**config.mk**
```make
export PLATFORM = sky130hd
export DESIGN_NAME = alu_op_sequencer
export DESIGN_NICKNAME = d
export VERILOG_FILES = /design/src/rtl/alu_op_sequencer.sv
export SDC_FILE = /design/constraint.sdc
export NUM_CORES = 1
export LEC_CHECK = 0
export ABC_CLOCK_PERIOD_IN_PS = 7200
export BUFFER_PORTS_ARGS = -buffer_cell sky130_fd_sc_hd__buf_2
export CAP_MARGIN = 20
export CORE_ASPECT_RATIO = 0.75
export CORE_UTILIZATION = 25
export CTS_BUF_LIST = sky130_fd_sc_hd__clkbuf_8
export CTS_CLUSTER_SIZE = 30
export DETAILED_ROUTE_END_ITERATION = 10
export PLACE_DENSITY_LB_ADDON = 0.05
export SETUP_SLACK_MARGIN = 0.5
export SLEW_MARGIN = 20
export SYNTH_ARGS = -nofsm -noshare
export SYNTH_HDL_FRONTEND = slang
export SYNTH_SLANG_ARGS = --single-unit
```
**constraint.sdc**
```tcl
create_clock -name clk -period 7.2 [get_ports clk]
set_input_delay 1.08 -clock clk [delete_from_list [all_inputs] [get_ports clk]]
set_output_delay 1.08 -clock clk [all_outputs]
set_load 0.02 [all_outputs]
```
**src/rtl/alu_op_sequencer.sv**
```systemverilog
// Command front-end for the 4-bit ALU tile. It queues {opcode, a, b} commands
// in a small FIFO and issues one at a time to the ALU. It then captures the
// registered ALU result and masked flags, and presents them on a valid/ready
// response port.
module alu_op_sequencer #(
  parameter int unsigned DEPTH = 4
) (
  input  logic                     clk,
  input  logic                     rst,
  input  logic                     cmd_valid,
  output logic                     cmd_ready,
  input  logic [3:0]               cmd_opcode,
  input  logic [3:0]               cmd_a,
  input  logic [3:0]               cmd_b,
  output logic [7:0]               alu_ui_in,
  output logic [7:0]               alu_uio_in,
  output logic                     alu_rst_n,
  input  logic [7:0]               alu_uo_out,
  input  logic [7:0]               alu_uio_out,
  output logic                     rsp_valid,
  input  logic                     rsp_ready,
  output logic [7:0]               rsp_result,
  output logic                     rsp_carry,
  output logic                     rsp_overflow,
  output logic [3:0]               rsp_opcode,
  output logic [$clog2(DEPTH):0]   fifo_count
);

  localparam int unsigned AW = $clog2(DEPTH);
  localparam int unsigned CW = AW + 1;
  localparam logic [CW-1:0] FullCount = CW'(DEPTH);

  typedef enum logic [1:0] {
    StIdle,
    StIssue,
    StCapture,
    StHold
  } state_t;

  // FIFO entry layout: {opcode, a, b}
  logic [11:0]   r_mem [DEPTH];
  logic [AW-1:0] r_wptr;
  logic [AW-1:0] r_rptr;
  logic [CW-1:0] r_count;

  state_t        r_state;
  state_t        w_state_next;

  logic          w_push;
  logic          w_pop;
  logic          w_empty;
  logic          w_capture;
  logic          w_rsp_clear;
  logic          w_flag_en;
  logic [11:0]   w_head;

  logic [7:0]    r_ui_in;
  logic [7:0]    r_uio_in;
  logic          r_rsp_valid;
  logic [7:0]    r_rsp_result;
  logic          r_rsp_carry;
  logic          r_rsp_overflow;
  logic [3:0]    r_rsp_opcode;

  // Only the overflow and carry flag bits are meaningful to this block.
  logic          w_unused_flags;
  assign w_unused_flags = ^alu_uio_out[5:0];

  assign w_empty   = (r_count == '0);
  assign cmd_ready = (r_count < FullCount);
  assign w_push    = cmd_valid & cmd_ready;
  assign w_head    = r_mem[r_rptr];

  // Command FIFO storage; no reset needed since the count gates every read.
  always_ff @(posedge clk) begin
    if (w_push) begin
      r_mem[r_wptr] <= {cmd_opcode, cmd_a, cmd_b};
    end
  end

  // FIFO pointers and occupancy count.
  always_ff @(posedge clk) begin
    if (rst) begin
      r_wptr  <= '0;
      r_rptr  <= '0;
      r_count <= '0;
    end else begin
      if (w_push) r_wptr <= r_wptr + AW'(1);
      if (w_pop)  r_rptr <= r_rptr + AW'(1);
      unique case ({w_push, w_pop})
        2'b10:   r_count <= r_count + CW'(1);
        2'b01:   r_count <= r_count - CW'(1);
        default: r_count <= r_count;
      endcase
    end
  end

  // FSM state register.
  always_ff @(posedge clk) begin
    if (rst) begin
      r_state <= StIdle;
    end else begin
      r_state <= w_state_next;
    end
  end

  // FSM next-state and control strobes.
  always_comb begin
    w_state_next = r_state;
    w_pop        = 1'b0;
    w_capture    = 1'b0;
    w_rsp_clear  = 1'b0;
    unique case (r_state)
      StIdle: begin
        if (!w_empty) begin
          w_pop        = 1'b1;
          w_state_next = StIssue;
        end
      end
      StIssue: begin
        w_state_next = StCapture;
      end
      StCapture: begin
        w_capture    = 1'b1;
        w_state_next = StHold;
      end
      StHold: begin
        if (rsp_ready) begin
          w_rsp_clear = 1'b1;
          if (!w_empty) begin
            w_pop        = 1'b1;
            w_state_next = StIssue;
          end else begin
            w_state_next = StIdle;
          end
        end
      end
      default: begin
        w_state_next = StIdle;
      end
    endcase
  end

  // Operand registers driving the ALU; updated only when a command is popped.
  always_ff @(posedge clk) begin
    if (rst) begin
      r_ui_in  <= 8'h00;
      r_uio_in <= 8'h00;
    end else if (w_pop) begin
      r_ui_in  <= w_head[7:0];
      r_uio_in <= {4'b0000, w_head[11:8]};
    end
  end

  // Flags are only refreshed by the ALU for ADD and SUB.
  assign w_flag_en = (r_uio_in[3:0] == 4'b0000) || (r_uio_in[3:0] == 4'b0001);

  // Response capture; fields stay frozen until the next capture.
  always_ff @(posedge clk) begin
    if (rst) begin
      r_rsp_valid    <= 1'b0;
      r_rsp_result   <= 8'h00;
      r_rsp_carry    <= 1'b0;
      r_rsp_overflow <= 1'b0;
      r_rsp_opcode   <= 4'h0;
    end else if (w_capture) begin
      r_rsp_valid    <= 1'b1;
      r_rsp_result   <= alu_uo_out;
      r_rsp_carry    <= alu_uio_out[6] & w_flag_en;
      r_rsp_overflow <= alu_uio_out[7] & w_flag_en;
      r_rsp_opcode   <= r_uio_in[3:0];
    end else if (w_rsp_clear) begin
      r_rsp_valid    <= 1'b0;
    end
  end

  assign alu_ui_in    = r_ui_in;
  assign alu_uio_in   = r_uio_in;
  assign alu_rst_n    = ~rst;
  assign rsp_valid    = r_rsp_valid;
  assign rsp_result   = r_rsp_result;
  assign rsp_carry    = r_rsp_carry;
  assign rsp_overflow = r_rsp_overflow;
  assign rsp_opcode   = r_rsp_opcode;
  assign fifo_count   = r_count;

endmodule
```
# Word level (Yosys, flattened, before mapping)
# Memories as Yosys holds them, arrays and structs flattened. A register that Yosys moved wholly into a read port is not among the register bits.
# Index checks and enable logic that the tools add are counted.
[classes]
n_reduce_logical = 7
bitwise = 4
order_cmp = 1
n_eq_ne = 8
add_sub_neg = 4
mux = 15
[op_table]
columns = ["cell", "n"]
rows = [
  ["$mux 1", 10],
  ["$pmux 2 s4", 1],
  ["$eq 2x2->1 const B", 3],
  ["$pmux 3 s2", 1],
  ["$add 2x1->2 const B", 2],
  ["$eq 2x1->1 const B", 2],
  ["$eq 4x1->1 const B", 1],
  ["$logic_not 4->1", 1],
  ["$mux 2", 2],
  ["$ne 2x2->1 const B", 2],
  ["$reduce_bool 2->1", 2],
  ["$add 3x1->3 const B", 1],
  ["$and 1x1->1", 3],
  ["$logic_not 3->1", 1],
  ["$lt 3x3->1 const B", 1],
  ["$sub 3x1->3 const B", 1],
  ["$logic_not 2->1", 1],
  ["$pmux 1 s2", 1],
  ["$reduce_and 2->1", 1],
  ["$logic_or 1x1->1", 1],
  ["$not 1->1", 1],
]
[word_totals]
input_bits = 32
n_memories = 1
word_cells = 49
register_bits = 24
mem_bits_rw = 48
output_inout_bits = 36
[memory_table]
columns = ["name", "words", "width", "read_ports", "rd_ports_with_merged_regs", "write_ports", "line", "source"]
rows = [
  ["r_mem", 4, 12, 1, 1, 1, "41", "logic [11:0] r_mem [DEPTH];"],
]

# Depth between registers and ports, before layout
# Gate-level depths: netlist (run 1).
[logic_depth]
depth_word = 6
mapped_depth = 10
depth_no_buf = 10

# Least setup slack after synthesis (run 1)
# No wires, ideal clock.
[synth_timing]
path_kind = "in2out"
from = "in rst"
to = "out alu_rst_n"
t_required_ns = 6.120
slack_ns = 4.331
arrival_time_ns = 1.789
cell_stages = 3
n_path_buf = 2
cell_sequence = "clkbuf_1 > buf_1 > inv_1"
[synth_via]
elab_chain_cells = 1
[synth_lines]
columns = ["item", "line", "source"]
rows = [
  ["start: declaration", "9", "input logic rst,"],
  ["$not 1->1", "179", "assign alu_rst_n = ~rst;"],
  ["end: declaration", "17", "output logic alu_rst_n,"],
]
# No other way between the ends.

# Worst setup path after layout (run 1)
# Same ends and word-level chain as after synthesis.

==> results of run 1 <==
through the flow:
step | instance area (µm²) | setup slack [ps] | utilization (%)
3_3_place_gp | 3864 | 4121 | 29.18
6_report | 4063 | 4190 | 30.68
5_1_grt | 4063 | 4071 | 30.68
4_1_cts | 4063 | 4143 | 30.68
2_1_floorplan | 3481 | 4331 | -
3_5_place_dp | 3864 | 4096 | 29.18
worst reg2reg max path, stage by stage, from the launching register on:
cell	delay [ps]
dfxtp_1	410
inv_1	100
ha_1	540
nor3_1	390
ha_1	240
inv_1	60
fa_1	370
xor2_1	160
or3_1	300
a21oi_1	150
state kept, by name, summed over array words and instances, names as in the netlist, 3 cells and up:
signal / flops
r_mem: 48
alu_ui_in: 8
rsp_result: 8
alu_uio_in: 4
rsp_opcode: 4
fifo_count: 3
synth_stat cells (2+ instances only):
cell type / number
and2_1: 4
nand4_1: 12
nand2_1: 2
nor2_1: 21
buf_1: 2
buf_4: 4
edfxtp_1: 48
mux4_1: 6
buf_6: 2
ha_1: 9
nand3_1: 2
buf_2: 5
xor2_1: 2
mux2i_1: 13
nor2b_1: 3
a21o_1: 3
nand2b_1: 2
o31ai_1: 13
mux4_2: 6
clkbuf_1: 7
inv_1: 11
or3_1: 2
dfxtp_1: 36
a21oi_1: 20
worst max path at each step:
| stage | from | endpoint | slack (ps) | cells after the start |
|---|---|---|---|---|
| floorplan | rst | alu_rst_n | 4330 | 3 |
| global placement | rsp_ready | fifo_count[2] | 4120 | 10 |
| detailed placement | rsp_ready | fifo_count[2] | 4100 | 10 |
| CTS | rst | alu_rst_n | 4140 | 3 |
| global route | rst | alu_rst_n | 4070 | 3 |
| finish | rst | alu_rst_n | 4190 | 3 |
power groups by stage:
stage	registers, µW	clock network (µW)	logic [µW]
6_report	687	339	568
3_3_place_gp	701	0	575
5_1_grt	706	373	634
3_5_place_dp	702	0	579
4_1_cts	691	355	580
2_1_floorplan	721	0	404
cell type report:
type,instances,share of cell area [%]
Inverter,11,1.016
Timing Repair Buffer,59,7.391
Tap cell,171,5.266
Sequential cell,84,53.22
Clock inverter,7,1.848
Multi-Input combinational cell,137,28.21
Clock buffer,9,3.049
logic make-up after synthesis:
kind of cell    share of synthesized area (%)
flops                                   62.32
xor+xnor                               0.7574
other cells                            0.1081
compound gates                          7.393
simple gates                            8.438
buf+inv                                 4.977
fa+ha+maj                               3.823
mux                                     12.19
routing by layer:
layer	part of all wire [%]	vias to the layer above	routed length [µm]	global-route usage [%]
li1	-	1031	-	-
met1	51	980	3671	14.44
met2	42	57	2992	15.54
met3	5.4	9	383	3.821
met4	1.4	0	100	4.003
met5	0	-	0	0
==> reports/metrics.cfg, run 1 <==
[yosys]
synth.yosys.seq_area_share_pct = 62.32
synth-async-reset-ratio_pct = 0
synthTopCellsByArea = edfxtp_1 42%, dfxtp_1 21%, mux4_1 4.5%
synth_seq_cells = 84
synth_edf_count = 48
synth-main-ff-cell = edfxtp_1
ys_types = 39
synth_top_area_share_pct = 41.54
syn_avg_cell_area_um2 = 13.88
synth_area_um2 = 3470
yosysTopAreaCell = edfxtp_1
yosysWarnings = 0
synth_cells = 250

[grt]
overflow = 0
grt_use_total_pct = 10.68
grt_pass1_vias = 2086
grt_antenna_before_repair = 0
grt_max_degree = 39
grt_pass1_wl_um = 11760

[final_layout]
layoutNonFillerInstCount = 478
fill_cells = 1360
multi_input_area_um2 = 1146
nNetsFinal = 344
layout_common_cells = 57 x buf_2, 48 x edfxtp_1, 36 x dfxtp_1
final_common_cell = buf_2
antennaDiodeCount = 0
area_delta_synth_final_pct = 17.09
regArea_um2 = 2162
drive_gt1_share_pct = 27.04

[setup_path]
critPathTopFamily = buffers and inverters
slowest_stage = buf_2
critPathKind = input port to output port
required_ps = 6120
crit_chain = buf_2 > inv_1 > buf_2
crit_arrival_ps = 1930
path_buf_inv = 3
critPathMaxStageDelay_ps = 580
endpoint_kind = output port
cp-start-kind = input port
cp_common_cell = buf_2
timing.rr.start = r_state[0]
reg2reg_depth = 9
reg2reg_setup_slack_ps = 4410
worstPathMaxFanout = 38
timing.rr.end = fifo_count[2]

[routing]
viasPerCell = 4.345
drt-initial-drc-count = 135
via_count = 2077
drc = 0
drt_first_pass_iters = 4
final_antenna_net_count = 0
wl_per_cell_um = 14.95
wirelength_um = 7147

[die]
num_rows = 36
num_io_pins = 68
die_h_um = 104.0
die_area_um2 = 14360
core_area_um2 = 13240
die_w_um = 138.0
initial_utilization_pct = 26.20

[cts]
clk_pin_slew_worst_paths_ps = 80
clk_latency_ps = 360
cts_sinks = 84
ctsHoldBuffers = 0
htree_levels = 3
cts_tree = done
cts_setup_buffers = 0
cts_buffers = 9
cts_buffer_depth = 2
cts_root_buf = clkbuf_8
cts_resized = 0

[timing]
hold_slack_ps = 478.7
period_minus_slack_ps = 3010
slew_headroom_pct = 40.75
slew_viol_final = 0
max_freq_mhz = 332.3
finalClockSkew_ps = 6.847
rsz0062_at_grt = no
worst_pin_slew_ps = 888.7
tns_ps = 0
setup_violations = 0
min_period_over_period_pct = 41.80
finalHoldViolCount = 0

[flow_run]
cap_viol_max_count = 0

[placed_design]
dp.cells = 462
gp_congestion = 0.6590
port_buffers = 57
dp_hpwl_um = 4763

[power]
intPower_uw = 991.9
switching_power_uw = 601.7
sw_frac_of_total_pct = 37.76
pwr-share-seq_pct = 43.1
total_power_uw = 1594
p_clk_share_pct = 21.3
leakage_uw = 0.001508
power_density_nw_per_um2 = 392.3
pwr-share-comb_pct = 35.6
vdd_drop_max_mv = 0.1257

[worst_hold_path]
hold_end = alu_ui_in[4]
hp-start = alu_ui_in[4]
whs_path_depth = 2
hp-class = register to register

[status]
outcome = completed

(Power assumes the default switching activity.)
==> inputs of run 2 (changes only) <==
--- a/config.mk
+++ b/config.mk
@@ -5,7 +5,7 @@
 export SDC_FILE = /design/constraint.sdc
 export NUM_CORES = 1
 export LEC_CHECK = 0
-export ABC_CLOCK_PERIOD_IN_PS = 7200
+export ABC_CLOCK_PERIOD_IN_PS = 3100
 export BUFFER_PORTS_ARGS = -buffer_cell sky130_fd_sc_hd__buf_2
 export CAP_MARGIN = 20
 export CORE_ASPECT_RATIO = 0.75
==> constraint.sdc (replaced) <==
create_clock -name clk -period 3.1 [get_ports clk]
set_input_delay 0.465 -clock clk [delete_from_list [all_inputs] [get_ports clk]]
set_output_delay 0.465 -clock clk [all_outputs]
set_load 0.02 [all_outputs]
==> run 2 against run 1 <==
Against the previous run: final area about the same; core utilization about the same; non-clock buffer count increased by 3; routed wire length increased by 2.1%; sequential cell count unchanged; first-iteration DRC count increased by 12%; sequential share of layout area about the same; combinational power increased by 140%; final cell count increased by 0.63%; clock power increased by 100%; sequential power increased by 130%; largest power group unchanged.
==> reports/metrics.cfg, run 2 (same netlist as run 1, synthesis figures left out) <==
[timing]
tns_ps = 0  ; unchanged
slew_headroom_pct = 36.91  ; -3.8 points
setup_violations = 0  ; unchanged
finalClockSkew_ps = 4.374  ; -2.473 ps
max_freq_mhz = 416.7
period_minus_slack_ps = 2400
worst_pin_slew_ps = 945.1  ; +56.36 ps
rsz0062_at_grt = no
min_period_over_period_pct = 77.41
finalHoldViolCount = 0  ; unchanged
slew_viol_final = 0  ; unchanged

[setup_path]
worstPathMaxFanout = 5  ; -87%
critPathMaxStageDelay_ps = 400  ; -180 ps
endpoint_kind = register
slowest_stage = dfxtp_1
crit_arrival_ps = 2690  ; +760 ps
required_ps = 3390  ; -2730 ps
critPathKind = register to register
cp-start-kind = register
crit_chain = inv_1 > ha_1 > nor3_2 > ha_1 > inv_1 > fa_1 > xor2_1 > or3_1 > a21oi_1

[final_layout]
largest_reg_flops = 48  ; unchanged
antennaDiodeCount = 0  ; unchanged
area_delta_synth_final_pct = 16.99  ; about the same
layout_common_cells = 57 x buf_2, 48 x edfxtp_1, 36 x dfxtp_1
nNetsFinal = 347  ; +0.87%
drive_gt1_share_pct = 27.74  ; +0.71 points
final_common_cell = buf_2
design_area_um2 = 4059  ; about the same
largest-register = r_mem
fill_cells = 1361  ; +0.074%

[placed_design]
port_buffers = 57  ; unchanged
gp_congestion = 0.6741  ; +2.3%
placed_cell_area_um2 = 3886  ; +0.58%
dp_hpwl_um = 4916  ; +3.2%

[grt]
use_met2_pct = 15.64  ; +0.11 points
grt_pass1_vias = 2035  ; -2.4%
grt_util_met1_pct = 14.99  ; +0.55 points
grt.busiest_layer = met2
grt_pass1_wl_um = 11740  ; -0.12%
grt_max_degree = 22  ; -44%
grt_use_total_pct = 10.86  ; +0.18 points
grt_use_met3_pct = 3.637  ; -0.18 points
grt_antenna_before_repair = 0  ; unchanged
overflow = 0  ; unchanged

[power]
leakage_uw = 0.001514  ; +0.37%
pwr-share-comb_pct = 37.0  ; +1.4 points
p_clk_share_pct = 18.9  ; -2.4 points
sw_frac_of_total_pct = 38.54  ; +0.78 points
switching_power_uw = 1397  ; +130%
power_density_nw_per_um2 = 892.8  ; +130%
intPower_uw = 2227  ; +120%
pwr-share-seq_pct = 44.1  ; +1.0 points
vdd_drop_max_mv = 0.2708  ; +120%
total_power_uw = 3624  ; +130%

[cts]
cts_tree = done
cts_buffer_depth = 2  ; unchanged
htree_levels = 3  ; unchanged
cts_buffers = 9  ; unchanged
clk_latency_ps = 350  ; about the same
clk_pin_slew_worst_paths_ps = 80  ; about the same
cts_root_buf = clkbuf_8
cts_sinks = 84  ; unchanged

[die]
die_h_um = 104.0  ; unchanged
num_io_pins = 68  ; unchanged
die_area_um2 = 14360  ; unchanged
core_area_um2 = 13240  ; unchanged
die_w_um = 138.0  ; unchanged
initial_utilization_pct = 26.20  ; unchanged
num_rows = 36  ; unchanged

[routing]
drc = 0  ; unchanged
wl_per_cell_um = 15.18  ; +1.5%
drt-initial-drc-count = 151  ; +12%
drt_first_pass_iters = 4  ; unchanged
wirelength_um = 7300  ; +2.1%
via_count = 2081  ; +0.19%
final_antenna_net_count = 0  ; unchanged
viasPerCell = 4.326  ; -0.43%

[worst_hold_path]
hp-class = input port to register

[status]
outcome = completed

[flow_run]
cap_viol_max_count = 0  ; unchanged

[run 2: cell types whose count changed in the layout (fill, tap and decap cells not counted), sizes merged]
cell    previous run  this run
clkinv             3         4
bufinv             1         0
buf               59        62
[run 2: critical path, delay by kind of cell, from the launching register on]
family / cells / cell delay, ps
AOI/OAI and AO/OA: 1 / 130
adders and majority gates: 3 / 920
and+or+nand+nor: 2 / 570
DFF: 1 / 400
xor gates and xnor gates: 1 / 160
buffers and inverters: 2 / 160
[run 2: worst paths after layout]
| check | from | endpoint | slack (ps) | depth (start not counted) |
|---|---|---|---|---|
| max reg2reg | r_state[0] | fifo_count[2] | 700 | 9 |
| max | r_state[0] | fifo_count[2] | 700 | 9 |
| min reg2reg | alu_ui_in[5] | alu_ui_in[5] | 470 | 2 |
| min | cmd_b[1] | r_mem[1][1] | 320 | 1 |
[run 2: area by class of cell]
cell class / count / area (µm²) / area share (%)
repair buffers: 62 / 322.8 / 7.953
flip-flops and latches: 84 / 2162 / 53.27
clock inverters: 7 / 43.79 / 1.079
well taps: 171 / 214.0 / 5.271
inverters: 11 / 41.29 / 1.017
clock buffers: 9 / 123.9 / 3.052
multi-input cells: 137 / 1151 / 28.36
[run 2: power groups by stage]
stage / registers [µW] / logic [µW] / clock network, µW
2_1_floorplan: 1670 / 938 / 0
3_3_place_gp: 1630 / 1360 / 0
3_5_place_dp: 1630 / 1360 / 0
4_1_cts: 1610 / 1360 / 724
5_1_grt: 1640 / 1490 / 764
6_report: 1600 / 1340 / 685
[run 2: what timing repair did]
item                                    in CTS  in global routing
gates resized for setup                      0                  1
endpoints found under the setup margin       0                  1
setup buffers                                0                  0
hold buffers                                 0                  0
[run 2: per-stage QoR]
stage | worst slack (ps) | std cells | utilization, % | hold slack, ps
after floorplan | 719.2 | 253 | - | 511.3
after CTS | 599.1 | 481 | 30.61 | 300.6
after detailed placement | 625.4 | 465 | 29.35 | 461.7
after global placement | 632.4 | 465 | 29.35 | 459.8
final | 700.3 | 481 | 30.65 | 323.1
after global routing | 533.0 | 481 | 30.65 | 299.3
[run 2: routing by layer]
layer	routed length (µm)	part of all wire (%)
met5	0	0
met3	356	4.9
met2	3102	42
met4	90	1.2
met1	3751	51
==> inputs of run 3 (changes only) <==
--- a/config.mk
+++ b/config.mk
@@ -5,7 +5,8 @@
 export SDC_FILE = /design/constraint.sdc
 export NUM_CORES = 1
 export LEC_CHECK = 0
-export ABC_CLOCK_PERIOD_IN_PS = 3100
+export ABC_AREA = 1
+export ABC_CLOCK_PERIOD_IN_PS = 2200
 export BUFFER_PORTS_ARGS = -buffer_cell sky130_fd_sc_hd__buf_2
 export CAP_MARGIN = 20
 export CORE_ASPECT_RATIO = 0.75
==> constraint.sdc (replaced) <==
create_clock -name clk -period 2.2 [get_ports clk]
set_input_delay 0.33 -clock clk [delete_from_list [all_inputs] [get_ports clk]]
set_output_delay 0.33 -clock clk [all_outputs]
set_load 0.02 [all_outputs]
==> run 3 against run 2 <==
Against the previous run: total power increased by 47%; critical path depth grew 3; register-to-register slack got worse by 300 ps; critical endpoint unchanged.
==> reports/metrics.cfg, run 3 <==
[status]
outcome = completed

[setup_path]
reg2reg_depth = 12  ; +3
path_buf_inv = 4  ; +2
critPathMaxStageDelay_ps = 390  ; about the same
slowest_stage = dfxtp_4
worstPathMaxFanout = 4  ; -1
timing.rr.end = fifo_count[2]
required_ps = 2440  ; -950 ps
reg2reg_setup_slack_ps = 400  ; -300 ps
critPathTopFamily = adder cells
cp-start-kind = register
crit_arrival_ps = 2040  ; -650 ps
critPathKind = register to register
timing.rr.start = r_state[1]
crit_chain = inv_4 > ha_4 > inv_4 > nand3_4 > inv_4 > ha_4 > inv_2 > fa_2 > nand2_2 > nand3_2 > o21ai_1 > a21oi_1
cp_common_cell = inv_4
endpoint_kind = register

[timing]
tns_ps = 0  ; unchanged
slew_viol_final = 0  ; unchanged
period_minus_slack_ps = 1797  ; -602.3 ps
rsz0062_at_grt = yes
slew_headroom_pct = 59.89  ; +23 points
finalHoldViolCount = 0  ; unchanged
setup_violations = 0  ; unchanged
min_period_over_period_pct = 81.70  ; +4.3 points
max_freq_mhz = 556.3  ; +34%
worst_pin_slew_ps = 601.6  ; -343.5 ps
finalClockSkew_ps = 5.862  ; +1.488 ps
hold_slack_ps = 193.1  ; -130.0 ps

[flow_run]
cap_viol_max_count = 0  ; unchanged

[routing]
via_count = 2444  ; +17%
drt-initial-drc-count = 85  ; -44%
final_antenna_net_count = 0  ; unchanged
drt_first_pass_iters = 4  ; unchanged
wl_per_cell_um = 13.94  ; -8.2%
wirelength_um = 8195  ; +12%
viasPerCell = 4.156  ; -3.9%
drc = 0  ; unchanged

[cts]
clk_latency_ps = 350  ; about the same
cts_root_buf = clkbuf_8
cts_buffers = 9  ; unchanged
cts_buffer_depth = 2  ; unchanged
cts_sinks = 84  ; unchanged
cts_tree = done
ctsHoldBuffers = 0  ; unchanged
htree_levels = 3  ; unchanged
clk_pin_slew_worst_paths_ps = 80  ; about the same

[yosys]
synth_cells = 343  ; +37%
ys_types = 26  ; -33%
yosysWarnings = 0  ; unchanged
synth_top_area_share_pct = 41.62  ; +0.075 points
syn_avg_cell_area_um2 = 10.10  ; -27%
synth_seq_cells = 84  ; unchanged
yosysTopAreaCell = edfxtp_1
synth-main-ff-cell = edfxtp_1
yosysMostFrequentCell = nor2_1
synthTopCellsByArea = edfxtp_1 42%, dfxtp_1 21%, nor2_1 11%
synth-async-reset-ratio_pct = 0  ; unchanged
synthTopCellsByCount = 101 x nor2_1, 48 x edfxtp_1, 36 x dfxtp_1, 35 x o21ai_0, 27 x nand2_1
synth_area_um2 = 3463  ; -0.18%
synth_edf_count = 48  ; unchanged
synth.yosys.seq_area_share_pct = 62.43  ; +0.11 points

[grt]
grt_use_total_pct = 12.12  ; +1.3 points
grt_max_degree = 26  ; +18%
grt_pass1_wl_um = 12750  ; +8.6%
overflow = 0  ; unchanged
grt_pass1_vias = 2339  ; +15%
grt_antenna_before_repair = 0  ; unchanged

[power]
leakage_uw = 0.001742  ; +15%
total_power_uw = 5310  ; +47%
vdd_drop_max_mv = 0.4162  ; +54%
power_density_nw_per_um2 = 1270  ; +42%

[final_layout]
area_delta_synth_final_pct = 20.74
final_common_cell = nor2_1
drive_gt1_share_pct = 28.54  ; +0.80 points
layout_common_cells = 101 x nor2_1, 57 x buf_2, 48 x edfxtp_1
nNetsFinal = 454  ; +31%
fill_cells = 1412  ; +3.7%
largest-register = r_mem
antennaDiodeCount = 0  ; unchanged
largest_reg_flops = 48  ; unchanged

[worst_hold_path]
whs_path_depth = 1  ; unchanged
hold_end = r_mem[2][2]
hp-class = input port to register
hp-start = cmd_b[2]

[die]
num_rows = 36  ; unchanged
num_io_pins = 68  ; unchanged
die_area_um2 = 14330  ; -0.18%
initial_utilization_pct = 26.15  ; -0.047 points
core_area_um2 = 13240  ; unchanged
die_w_um = 137.9  ; about the same
die_h_um = 103.9  ; about the same

[placed_design]
dp_hpwl_um = 5267  ; +7.2%
gp_congestion = 0.7092  ; +5.2%
port_buffers = 57  ; unchanged

-- run 3: cell count changes after synthesis, moves of 13 or more --
cell / before / now
nor2_1: 21 / 101
o21ai_0: 1 / 35
nand2_1: 2 / 27
o21ai_1: 0 / 16
mux2i_1: 13 / 0
o31ai_1: 13 / 0
-- run 3: worst max-delay path by stage --
stage,from,end,slack (ps),cells after the start
4_1_cts,r_state[1],fifo_count[2],400,13
2_1_floorplan,r_state[0],fifo_count[2],290,13
3_5_place_dp,r_state[0],fifo_count[2],340,12
6_report,r_state[1],fifo_count[2],400,12
5_1_grt,r_state[1],fifo_count[2],310,13
3_3_place_gp,r_state[0],fifo_count[2],340,12
-- run 3: power by group --
group / switching [µW] / internal, µW / total (µW)
combinational: 1370 / 755 / 2130
sequential: 180 / 2020 / 2200
clock: 549 / 429 / 979
-- run 3: layout make-up --
cell class | instances | area [µm²] | area share (%)
clock inverters | 6 | 31.28 | 0.7481
well taps | 171 | 214.0 | 5.117
multi-input cells | 221 | 1119 | 26.75
repair buffers | 74 | 412.9 | 9.874
inverters | 22 | 96.34 | 2.304
clock buffers | 10 | 137.6 | 3.291
flip-flops and latches | 84 | 2171 | 51.91
-- run 3: timing repair --
| item | 4_1_cts | 5_1_grt |
|---|---|---|
| endpoints found under the setup margin | 4 | 17 |
| pin swaps | 3 | 1 |
| buffers inserted | 4 | 2 |
| resized for setup | 9 | 4 |
-- run 3: logic make-up (layout without fill, tap and decap cells) --
group,Yosys count,count (layout),share of synthesized area (%)
adders and majority gates,10,10,3.830
and+or+nand+nor,140,140,16.11
xor gates and xnor gates,1,1,0.4698
AOI/OAI and AO/OA,66,66,9.935
DFF,84,84,62.43
buffers and inverters,41,112,7.117
other,1,4,0.1083
-- run 3: per-stage QoR --
| stage | util [%] | instance area [µm²] | setup WS, ps | cells |
|---|---|---|---|---|
| finish | 31.58 | 4182 | 402.5 | 588 |
| global route | 31.58 | 4182 | 307.6 | 588 |
| floorplan | - | 3508 | 290.1 | 346 |
| CTS | 31.40 | 4158 | 399.7 | 586 |
| global placement | 29.67 | 3929 | 344.5 | 566 |
| detailed placement | 29.67 | 3929 | 343.9 | 566 |
-- run 3: metal layers --
layer | vias up | share of wire [%] | track usage [%]
met2 | 44 | 44 | 18.00
met1 | 1134 | 51 | 16.48
li1 | 1256 | - | -
met5 | - | 0 | 0
met3 | 10 | 3.5 | 3.655
met4 | 0 | 1.6 | 4.425
